$ cat src/rtl/pipeline_pkg.sv
// Shared pipeline types: hazard scoreboard entry, forwarding encoding
// and the opcode set decode uses to build its dec_* metadata.
package pipeline_pkg;

  localparam int HZ_RW_MAX = 8;

  typedef struct packed {
    logic                 valid;
    logic [HZ_RW_MAX-1:0] rd;
    logic                 wr_reg;
    logic                 is_load;
    logic                 wr_nz;
  } hz_entry_t;

  localparam int FWD_RF = 0;

  localparam logic [3:0] OP_NOP = 4'h0;
  localparam logic [3:0] OP_ADD = 4'h1;
  localparam logic [3:0] OP_SUB = 4'h2;
  localparam logic [3:0] OP_MV  = 4'h3;
  localparam logic [3:0] OP_LD  = 4'h4;
  localparam logic [3:0] OP_ST  = 4'h5;
  localparam logic [3:0] OP_CMP = 4'h6;
  localparam logic [3:0] OP_BR  = 4'h7;
  localparam logic [3:0] OP_BCC = 4'h8;

  function automatic logic op_wr_reg(
    input logic [3:0] op
  );
    return op inside {OP_ADD, OP_SUB,
                      OP_MV, OP_LD};
  endfunction

  function automatic logic op_wr_nz(
    input logic [3:0] op
  );
    return op inside {OP_ADD, OP_SUB,
                      OP_CMP};
  endfunction

  function automatic logic op_rd_nz(
    input logic [3:0] op
  );
    return op == OP_BCC;
  endfunction

endpackage

$ cat src/rtl/hazard_operand_match.sv
// Priority compare of one source operand against all in-flight slots.
// Ports: use/src in; cand/rd/is_load per slot in; hit/slot_idx/hit_load out.
module hazard_operand_match
  import pipeline_pkg::*;
#(
  parameter int NUM_SLOTS = 3,
  parameter int RW        = 3,
  parameter int SW        = 2
) (
  input  logic                 use_src,
  input  logic [RW-1:0]        src,
  input  logic [NUM_SLOTS:1]   cand,
  input  logic [NUM_SLOTS:1]
               [HZ_RW_MAX-1:0] rd,
  input  logic [NUM_SLOTS:1]   is_load,
  output logic                 hit,
  output logic [SW-1:0]        slot_idx,
  output logic                 hit_load
);

  logic [HZ_RW_MAX-1:0] src_x;

  assign src_x = HZ_RW_MAX'(src);

  // Scan oldest to youngest so the
  // youngest producer overwrites.
  always_comb begin
    hit      = 1'b0;
    slot_idx = SW'(FWD_RF);
    hit_load = 1'b0;
    for (int k = NUM_SLOTS; k >= 1; k--) begin
      if (use_src && cand[k] &&
          rd[k] == src_x) begin
        hit      = 1'b1;
        slot_idx = SW'(k);
        hit_load = is_load[k];
      end
    end
  end

endmodule

$ cat src/rtl/pipeline_hazard_unit.sv
// Scoreboard-based stall/bubble/forwarding control for decode.
// Ports: clk, reset(n), dec_* in; stall, bubble, fwd_sel_a/b, stall_count out.
module pipeline_hazard_unit
  import pipeline_pkg::*;
#(
  parameter  int NUM_REGS        = 8,
  parameter  int NUM_SLOTS       = 3,
  parameter  int FWD_EN          = 1,
  parameter  int LOAD_READY_SLOT = 2,
  parameter  int NZ_READY_SLOT   = 2,
  parameter  int CNT_W           = 16,
  localparam int RW = $clog2(NUM_REGS),
  localparam int SW = $clog2(NUM_SLOTS+1)
) (
  input  logic             clk,
  input  logic             reset,
  input  logic             dec_valid,
  input  logic [RW-1:0]    dec_rs_a,
  input  logic [RW-1:0]    dec_rs_b,
  input  logic             dec_use_a,
  input  logic             dec_use_b,
  input  logic [RW-1:0]    dec_rd,
  input  logic             dec_wr_reg,
  input  logic             dec_is_load,
  input  logic             dec_wr_nz,
  input  logic             dec_rd_nz,
  input  logic             flush,
  output logic             stall,
  output logic             bubble,
  output logic [SW-1:0]    fwd_sel_a,
  output logic [SW-1:0]    fwd_sel_b,
  output logic [CNT_W-1:0] stall_count
);

  hz_entry_t [NUM_SLOTS:1] slot_q;
  hz_entry_t [NUM_SLOTS:1] slot_d;
  hz_entry_t               dec_entry;

  logic [CNT_W-1:0] stall_count_q;
  logic [CNT_W-1:0] stall_count_d;

  logic [NUM_SLOTS:1] cand;
  logic [NUM_SLOTS:1] ld_vec;
  logic [NUM_SLOTS:1] nz_vec;
  logic [NUM_SLOTS:1] nz_mask;
  logic [NUM_SLOTS:1]
        [HZ_RW_MAX-1:0] rd_vec;

  logic          hit_a;
  logic          hit_b;
  logic          ld_a;
  logic          ld_b;
  logic [SW-1:0] idx_a;
  logic [SW-1:0] idx_b;

  logic raw_stall;
  logic nz_stall;
  logic issue;

  always_comb begin
    nz_mask = '0;
    for (int k = 1; k <= NUM_SLOTS; k++) begin
      cand[k]    = slot_q[k].valid &
                   slot_q[k].wr_reg;
      ld_vec[k]  = slot_q[k].is_load;
      rd_vec[k]  = slot_q[k].rd;
      nz_vec[k]  = slot_q[k].valid &
                   slot_q[k].wr_nz;
      nz_mask[k] = (k < NZ_READY_SLOT);
    end
  end

  hazard_operand_match #(
    .NUM_SLOTS (NUM_SLOTS),
    .RW        (RW),
    .SW        (SW)
  ) u_match_a (
    .use_src  (dec_use_a),
    .src      (dec_rs_a),
    .cand     (cand),
    .rd       (rd_vec),
    .is_load  (ld_vec),
    .hit      (hit_a),
    .slot_idx (idx_a),
    .hit_load (ld_a)
  );

  hazard_operand_match #(
    .NUM_SLOTS (NUM_SLOTS),
    .RW        (RW),
    .SW        (SW)
  ) u_match_b (
    .use_src  (dec_use_b),
    .src      (dec_rs_b),
    .cand     (cand),
    .rd       (rd_vec),
    .is_load  (ld_vec),
    .hit      (hit_b),
    .slot_idx (idx_b),
    .hit_load (ld_b)
  );

  // Without bypass the register file has
  // no write-through, so even a writeback
  // producer blocks the reader.
  always_comb begin
    raw_stall = 1'b0;
    fwd_sel_a = SW'(FWD_RF);
    fwd_sel_b = SW'(FWD_RF);
    if (FWD_EN != 0) begin
      fwd_sel_a = idx_a;
      fwd_sel_b = idx_b;
      raw_stall =
        (hit_a && ld_a &&
         int'(idx_a) < LOAD_READY_SLOT) ||
        (hit_b && ld_b &&
         int'(idx_b) < LOAD_READY_SLOT);
    end else begin
      raw_stall = hit_a || hit_b;
    end
  end

  assign nz_stall = dec_rd_nz &&
                    |(nz_vec & nz_mask);

  assign stall  = dec_valid && !flush &&
                  (raw_stall || nz_stall);
  assign bubble = stall || flush;
  assign issue  = dec_valid && !stall &&
                  !flush;

  always_comb begin
    dec_entry         = '0;
    dec_entry.valid   = 1'b1;
    dec_entry.rd      = HZ_RW_MAX'(dec_rd);
    dec_entry.wr_reg  = dec_wr_reg;
    dec_entry.is_load = dec_is_load;
    dec_entry.wr_nz   = dec_wr_nz;
  end

  always_comb begin
    slot_d    = slot_q;
    slot_d[1] = issue ? dec_entry : '0;
    for (int k = 2; k <= NUM_SLOTS; k++) begin
      slot_d[k] = slot_q[k-1];
    end
  end

  always_comb begin
    stall_count_d = stall_count_q;
    if (stall && !(&stall_count_q)) begin
      stall_count_d = stall_count_q +
                      CNT_W'(1);
    end
  end

  always_ff @(posedge clk or negedge reset) begin
    if (!reset) begin
      slot_q        <= '0;
      stall_count_q <= '0;
    end else begin
      slot_q        <= slot_d;
      stall_count_q <= stall_count_d;
    end
  end

  assign stall_count = stall_count_q;

endmodule

$ cat config.mk
export PLATFORM = sky130hd
export DESIGN_NAME = pipeline_hazard_unit
export DESIGN_NICKNAME = d
export VERILOG_FILES = /design/src/rtl/pipeline_pkg.sv /design/src/rtl/hazard_operand_match.sv /design/src/rtl/pipeline_hazard_unit.sv
export SDC_FILE = /design/constraint.sdc
export NUM_CORES = 1
export LEC_CHECK = 0
export CORE_MARGIN = 3
export CORE_UTILIZATION = 48
export CTS_CLUSTER_SIZE = 10
export DETAILED_ROUTE_END_ITERATION = 12
export PLACE_DENSITY = 0.76
export SLEW_MARGIN = 15
export SYNTH_ARGS = -nofsm -noshare
export SYNTH_HDL_FRONTEND = slang
export SYNTH_SLANG_ARGS = --single-unit
export TNS_END_PERCENT = 10
$ cat constraint.sdc
create_clock -name clk -period 2.4 [get_ports clk]
set_input_delay 0.48 -clock clk [delete_from_list [all_inputs] [get_ports clk]]
set_output_delay 0.48 -clock clk [all_outputs]
set_load 0.05 [all_outputs]
* After elaboration in Yosys (flattened, before gate mapping) *
Index checks and enable logic that the tools add are counted.

word-level totals
  register bits after elaboration = 50
  input bits = 19
  logic and storage cells = 75
  output and inout bits = 22

operators by class
  equal/unequal tests = 6
  multiplexer cells = 19
  reduce and logical (&&, ||, !) cells = 29
  $add $sub $neg = 1
  bitwise gates (word level) = 4
  $lt $le $gt $ge = 2

operators by type and width
  cell                                                number
  equality test 8 x 3 -> 1 bit                        6
  logical AND 1 bit                                   22
  adder 16 x 1 -> 16 bit (second input constant)      1
  AND reduction 16 bit                                1
  two-way mux 1 bit                                   12
  two-way mux 12 bit                                  1
  two-way mux 2 bit                                   6
  AND 1 bit                                           4
  less-than comparator 2 bit (second input constant)  2
  logical NOT 1 bit                                   3
  logical OR 1 bit                                    3

* Logic depth before layout (Yosys ltp) *
Gate-level depths: netlist of the first run.

  word-level depth = 15
  mapped depth = 7
  depth with buffers taken out = 6

* Cells and area by module *
A second synthesis of the first run with hierarchy kept.

unflattened totals
  cell total of the unflattened synthesis = 175
  area, all modules = 1835.5 um^2

by module, submodules not included
  module                sequential area each (um^2)  cells an instance  instances  area each (um^2)
  pipeline_hazard_unit  875.8                        107                1          1352.5
  hazard_operand_match  0.0                          34                 2          241.5

* Least setup slack after synthesis of the first run *
No wires, ideal clock.

  path kind = input -> output
  start point = in dec_rs_b[2]
  end point = out fwd_sel_b[0]
  arrival = 2.266 ns
  path slack = -0.346 ns
  stages on the path = 3
  path buffers = 0
  required time = 1.920 ns
  cells stage by stage = xor2_1 -> or4_1 -> o21ai_0

between the ends
  cells in the longest elaborated chain, start to end = 5

ends and longest elaborated chain
  element                          line                        text
  start, declared                  pipeline_hazard_unit.sv:19  input logic [RW-1:0] dec_rs_b,
  equality test 8 x 3 -> 1 bit     hazard_operand_match.sv:33  rd[k] == src_x) begin
  logical AND 1 bit                hazard_operand_match.sv:32  if (use_src && cand[k] &&
  two-way mux 2 bit (2 in series)  hazard_operand_match.sv:32
  two-way mux 2 bit *              hazard_operand_match.sv:32
  end, declared                    pipeline_hazard_unit.sv:31  output logic [SW-1:0] fwd_sel_b,

Every way passes the cells marked *; elsewhere a longest branch is shown, timed or not.

* Final worst setup path of the first run *
  start point = reg slot_q, in the netlist rd_vec[1]
  end point = out fwd_sel_a[0]

between the ends
  cells in the longest elaborated chain, start to end = 3

ends and longest elaborated chain
  element                       line                         text
  start, declared               pipeline_hazard_unit.sv:35   hz_entry_t [NUM_SLOTS:1] slot_q;
  start signal, assigned        pipeline_hazard_unit.sv:162  slot_q <= slot_d;
  equality test 8 x 3 -> 1 bit  hazard_operand_match.sv:33
  logical AND 1 bit             hazard_operand_match.sv:32
  two-way mux 2 bit             hazard_operand_match.sv:32
  end, declared                 pipeline_hazard_unit.sv:30   output logic [SW-1:0] fwd_sel_a,

No other way between the ends.

==> flow_metrics.env, run 1 <==
export IMPL_status="complete, but fails checks"
export IMPL_failed_checks="negative setup slack"
export IMPL_rrSetupSlack_ps=50
export IMPL_critPathLaunchType="register"
export IMPL_synth_distinct_cells=34
export IMPL_antenna_cells=0
export IMPL_synth_edf_count=0
export IMPL_core_rowCount=20
export IMPL_vias_per_cell=5.175
export IMPL_fin_crit_ps=2466
export IMPL_path_class="reg2out"
export IMPL_final_common_cell="dfrtp_1"
export IMPL_p_leak_uw=0.001147
export IMPL_io_buffer_count=40
export IMPL_gr_total_overflow=0
export IMPL_worstMarginPinSlew_ps=520.2
export IMPL_clk_root_buffer_cell="clkbuf_4"
export IMPL_skew_ps=16.82
export IMPL_io_pins=41
export IMPL_crit_start="rd_vec[1]$_DFF_PN0_"
export IMPL_fillers=216
export IMPL_cts_tree="built"
export IMPL_syn_area_um2=1613
export IMPL_critPathCaptureType="output port"
export IMPL_critPathMaxFanout=3
export IMPL_crit_chain="xor2_1, or4_4, buf_6, o21ai_1, buf_4, buf_12"
export IMPL_drc=0
export IMPL_power_frac_seq_pct=58.6
export IMPL_fin_crit_sh_pct=102.8
export IMPL_fp_dieW_um=63.97
export IMPL_syn_avg_cell_area_um2=11.36
export IMPL_p_total_uw=991.1
export IMPL_drive_gt1_share_pct=26.76
export IMPL_nets=232
export IMPL_finalMaxSlewViolations=0
export IMPL_hp_start="slot_d[26]$_DFF_PN0_"
export IMPL_syn2layout_area_growth_pct=47.56
export IMPL_switching_share_pct=25.82
export IMPL_clk_pin_slew_worst_paths_ps=120
export IMPL_r2r_cells=7
export IMPL_fmax_mhz=405.5
export IMPL_worstPathArrival_ps=1990
export IMPL_drt_iter0_drc=53
export IMPL_critPathMaxStageDelay_ps=560
export IMPL_place_hpwl_um=2767
export IMPL_ir_drop_v=0.0003579
export IMPL_gp_congestion=0.9004
export IMPL_drt_first_pass_iters=4
export IMPL_fp_dieH_um=63.97
export IMPL_grt_setup_unrepaired="yes"
export IMPL_setup_ws_ps=-66.26
export IMPL_final_hold_viol_count=0
export IMPL_drtAntennaViolNets=0
export IMPL_pwr_share_clk_pct=30.8
export IMPL_cp_required_ps=1920
export IMPL_grt_pass1_wl_um=6568
export IMPL_ys_flop_type="dfrtp_1"
export IMPL_initial_core_util_pct=51.56
export IMPL_switchingPower_uw=255.9
export IMPL_crit_slowest_cell="or4_4"
export IMPL_ys_seq_area_share_pct=51.20
export IMPL_p_int_uw=735.2
export IMPL_grt_start_max_net_pins=34
export IMPL_grt_pass1_vias=1386
export IMPL_cts_made_buffers=5
export IMPL_crit_end="fwd_sel_a[0]"
export IMPL_post_drt_wl_per_cell_um=14.68
export IMPL_whs_ps=401.2
export IMPL_synth_warnings=0
export IMPL_grt_usage_pct=20.88
export IMPL_max_slew_margin_pct=65.21
export IMPL_cp_top_family="simple AND/OR/NAND/NOR gates"
export IMPL_drt_wl_total_um=3774
export IMPL_via_count=1330
export IMPL_setup_viol=3
export IMPL_core_area_um2=3128
export IMPL_cts_buffer_depth=2
export IMPL_cts_sinks=33
export IMPL_synthArstFlopShare_pct=100.0
export IMPL_maxCapViolations=0
export IMPL_antenna_found_initial=0
export IMPL_postSynthCellCount=142
export IMPL_htreeDepth=2
export IMPL_placed_cells=244
export IMPL_syn_nets=162
export IMPL_layout_cells_non_filler=257
export IMPL_die_area_um2=4092
export IMPL_rr_endpoint="stall_count[9]$_DFFE_PN0P_"
export IMPL_crit_buf_inv=3
export IMPL_hold_path_class="reg2reg"
export IMPL_clk_insertion_delay_late_ps=340
export IMPL_r2r_start="rd_vec[1]$_DFF_PN0_"
export IMPL_synth_seq_cells=33
export IMPL_final_cell_mix="dfrtp_1 (33), xor2_1 (30), clkdlybuf4s50_1 (26)"
export IMPL_path_depth=6
export IMPL_powerDensity_nw_per_um2=416.5
export IMPL_combPwrFrac_pct=10.6
-- sequential cells by signal (all words and copies together), names as in the netlist --
register / count
slot_d: 5
slot_q: 2
stall_count: 16
rd_vec: 9
ld_vec: 1
-- stage by stage --
| step | setup WS [ps] | util [%] | setup TNS, ps | instance area [µm²] |
|---|---|---|---|---|
| after global placement | -322.6 | 72.32 | -3500 | 2262 |
| after detailed placement | -322.1 | 72.32 | -4170 | 2262 |
| after CTS | -91.74 | 75.44 | -206.8 | 2360 |
| final | -66.26 | 76.08 | -144.2 | 2380 |
| after floorplan | -320.2 | - | -479.4 | 1613 |
| after global routing | -126.0 | 76.08 | -409.0 | 2380 |
-- repair_timing --
| item | 4_1_cts | 5_1_grt |
|---|---|---|
| setup endpoints to repair | 6 | 7 |
| pin swaps | 11 | 6 |
| gates resized for setup | 23 | 1 |
| buffers inserted | 3 | 2 |
| hold buffers | 0 | 0 |
-- metal layers --
layer | track usage [%] | part of all wire (%)
met1 | 27.32 | 45
met4 | 10.24 | 2.4
met5 | 0 | 0
met3 | 3.866 | 5.2
met2 | 33.16 | 47
-- power by group through the flow --
stage,clock network (µW),logic [µW],registers [µW]
after floorplan,0,29.8,591
after global placement,0,105,590
after detailed placement,0,107,591
after CTS,311,105,580
after global routing,346,115,583
final,306,105,580
-- worst reg2reg max path: cells and delay by family (launching register included) --
family | cells | cell delay [ps]
AND/OR/NAND/NOR | 2 | 840
flip-flops | 1 | 430
XOR/XNOR | 2 | 380
buffers and inverters | 2 | 350
AO/OA/AOI/OAI | 1 | 270
-- cell families after synthesis --
family                     count (synthesis)  share of synthesized area, %
adders and majority gates                  1                        0.7757
buffers and inverters                      5                         1.706
AOI/OAI and AO/OA                          8                         4.189
DFF                                       33                         51.20
xor gates and xnor gates                  32                         17.38
muxes                                      2                         1.396
and+or+nand+nor                           61                         23.35
-- cell type report --
cell class | instances | area [µm²] | share of cell area, %
Tap cell | 44 | 55.05 | 2.313
Inverter | 3 | 11.26 | 0.4732
Sequential cell | 33 | 825.8 | 34.70
Clock buffer | 5 | 37.54 | 1.577
Clock inverter | 3 | 17.52 | 0.7361
Multi-Input combinational cell | 104 | 789.5 | 33.18
Timing Repair Buffer | 65 | 643.1 | 27.02
-- Yosys cell counts, drive strengths merged, types with 3 or more instances --
master  instances  area (µm²)
nor3            9       45.04
and2            8       50.05
inv             3       11.26
nor4            5       46.29
dfrtp          33       825.8
nor2            4       17.52
o21ai           3       15.01
nand4           3       18.77
or4             4       37.53
nand3          12       60.06
xor2           30       262.8
nand2           7       26.28
-- worst min path at each step --
stage / endpoint / slack (ps) / depth (start not counted)
finish: slot_q[26]$_DFF_PN0_ / 400 / 0
detailed placement: slot_q[26]$_DFF_PN0_ / 400 / 0
CTS: slot_q[26]$_DFF_PN0_ / 410 / 0
global route: slot_q[35]$_DFF_PN0_ / 440 / 0
floorplan: ld_vec[1]$_DFF_PN0_ / 180 / 0
global placement: slot_q[35]$_DFF_PN0_ / 390 / 0
(Power assumes the default switching activity.)
==> run 2: changes to the inputs <==
--- a/config.mk
+++ b/config.mk
@@ -5,7 +5,7 @@
 export SDC_FILE = /design/constraint.sdc
 export NUM_CORES = 1
 export LEC_CHECK = 0
-export CORE_MARGIN = 3
+export CORE_MARGIN = 5
 export CORE_UTILIZATION = 48
 export CTS_CLUSTER_SIZE = 10
 export DETAILED_ROUTE_END_ITERATION = 12
==> flow_metrics.env, run 2 (synthesized netlist as in run 1, its figures left out) <==
export IMPL_fin_crit_sh_pct=104.2
export IMPL_fillers=229
export IMPL_fin_crit_ps=2501
export IMPL_fmax_mhz=399.8
export IMPL_gp_congestion=1.049
export IMPL_dpl_cell_area_um2=2270
export IMPL_via_count=1318
export IMPL_final_cell_mix="dfrtp_1 (33), xor2_1 (30), clkdlybuf4s50_1 (26)"
export IMPL_core_rowCount=21
export IMPL_worstMarginPinSlew_ps=504.4
export IMPL_largest_reg_flops=16
export IMPL_p_leak_uw=0.001166
export IMPL_met1_usage_pct=24.00
export IMPL_cts_tree="built"
export IMPL_ir_drop_v=0.0003055
export IMPL_critPathCaptureType="output port"
export IMPL_cp_required_ps=1920
export IMPL_grt_pass1_vias=1353
export IMPL_grt_start_max_net_pins=34
export IMPL_antenna_cells=0
export IMPL_placed_cells=245
export IMPL_failed_checks="negative setup slack"
export IMPL_drt_wl_total_um=3741
export IMPL_vias_per_cell=5.089
export IMPL_syn2layout_area_growth_pct=50.66
export IMPL_skew_ps=15.42
export IMPL_fp_dieH_um=67.97
export IMPL_setup_viol=4
export IMPL_clk_root_buffer_cell="clkbuf_4"
export IMPL_postCtsHoldBufs=0
export IMPL_antenna_found_initial=0
export IMPL_place_hpwl_um=2775
export IMPL_maxCapViolations=0
export IMPL_drt_first_pass_iters=4
export IMPL_finalMaxSlewViolations=0
export IMPL_cts_made_buffers=5
export IMPL_met2_usage_pct=27.92
export IMPL_crit_buf_inv=3
export IMPL_critPathLaunchType="primary input"
export IMPL_io_buffer_count=40
export IMPL_layout_cells_non_filler=259
export IMPL_core_area_um2=3284
export IMPL_critPathMaxFanout=2
export IMPL_die_area_um2=4619
export IMPL_crit_slowest_cell="or4_4"
export IMPL_path_class="in2out"
export IMPL_grt_pass1_wl_um=6134
export IMPL_drtAntennaViolNets=0
export IMPL_cp_top_family="simple AND/OR/NAND/NOR gates"
export IMPL_nets=232
export IMPL_drt_iter0_drc=83
export IMPL_critPathMaxStageDelay_ps=530
export IMPL_cts_sinks=33
export IMPL_use_met3_pct=3.941
export IMPL_grt_usage_pct=18.10
export IMPL_fp_dieW_um=67.97
export IMPL_grt_setup_unrepaired="yes"
export IMPL_drive_gt1_share_pct=28.17
export IMPL_clk_insertion_delay_late_ps=340
export IMPL_crit_chain="dlygate4sd2_1, buf_4, xor2_1, or4_4, o31ai_1, and2_1, buf_12"
export IMPL_worstPathArrival_ps=2020
export IMPL_post_drt_wl_per_cell_um=14.44
export IMPL_final_hold_viol_count=0
export IMPL_powerDensity_nw_per_um2=429.0
export IMPL_hold_path_class="reg2reg"
export IMPL_setup_ws_ps=-101.5
export IMPL_clk_pin_slew_worst_paths_ps=100
export IMPL_gr_total_overflow=0
export IMPL_initial_core_util_pct=49.10
export IMPL_final_common_cell="dfrtp_1"
export IMPL_pre_cts_ws_ps=-329.3
export IMPL_status="complete, but fails checks"
export IMPL_max_slew_margin_pct=66.27
export IMPL_htreeDepth=2
export IMPL_drc=0
export IMPL_io_pins=41
export IMPL_busiest_layer="met2"
export IMPL_finalInstanceArea_um2=2430
export IMPL_cts_buffer_depth=2
## run 2: layout make-up
| cell class | instances | area (µm²) | area share [%] |
|---|---|---|---|
| multi-input combinational | 104 | 810.8 | 33.37 |
| clock buffer | 7 | 65.06 | 2.678 |
| timing repair buffer | 65 | 654.4 | 26.93 |
| clock inverter | 1 | 5.005 | 0.2060 |
| tap | 46 | 57.56 | 2.369 |
| sequential | 33 | 825.8 | 33.99 |
| inverter | 3 | 11.26 | 0.4634 |
## run 2: metrics by stage
step | setup TNS [ps] | util [%] | power (µW) | hold slack, ps
2_1_floorplan | -479.4 | - | 620.8 | 184.4
3_3_place_gp | -4173 | 69.10 | 693.0 | 390.6
3_5_place_dp | -4656 | 69.10 | 696.8 | 396.2
4_1_cts | -243.1 | 73.14 | 1050 | 418.6
5_1_grt | -586.2 | 73.98 | 1084 | 437.4
6_report | -196.6 | 73.98 | 1042 | 418.5
## run 2: layer usage
metal	vias to the layer above	wire length, µm
li1	634	-
met4	0	100
met3	10	154
met1	632	1699
met2	42	1786
met5	-	0
## run 2: timing repair
item,in CTS,in global routing
endpoints found under the setup margin,6,9
gates cloned,0,0
gates resized for setup,21,2
pin swaps,11,5
setup buffers,4,2
## run 2: worst paths after layout
path	startpoint	to	slack, ps	cells past startpoint
worst max-delay path	dec_rs_b[0]	fwd_sel_b[1]	-100	7
worst min-delay path	slot_d[26]$_DFF_PN0_	slot_q[26]$_DFF_PN0_	420	0
worst max register to register	rd_vec[1]$_DFF_PN0_	stall_count[6]$_DFFE_PN0P_	100	7
worst min register to register	slot_d[26]$_DFF_PN0_	slot_q[26]$_DFF_PN0_	420	0
max in group asynchronous	reset	slot_q[35]$_DFF_PN0_	1570	2
min in group asynchronous	reset	rd_vec[16]$_DFF_PN0_	530	2
## run 2: power by group
| part | switching, µW | internal [µW] | total (µW) | leakage (µW) |
|---|---|---|---|---|
| clock network | 188 | 170 | 358 | 0.0000413 |
| logic | 48.7 | 55.2 | 104 | 0.000679 |
| registers | 12.6 | 568 | 581 | 0.000445 |
| total | 249 | 793 | 1040 | 0.00117 |
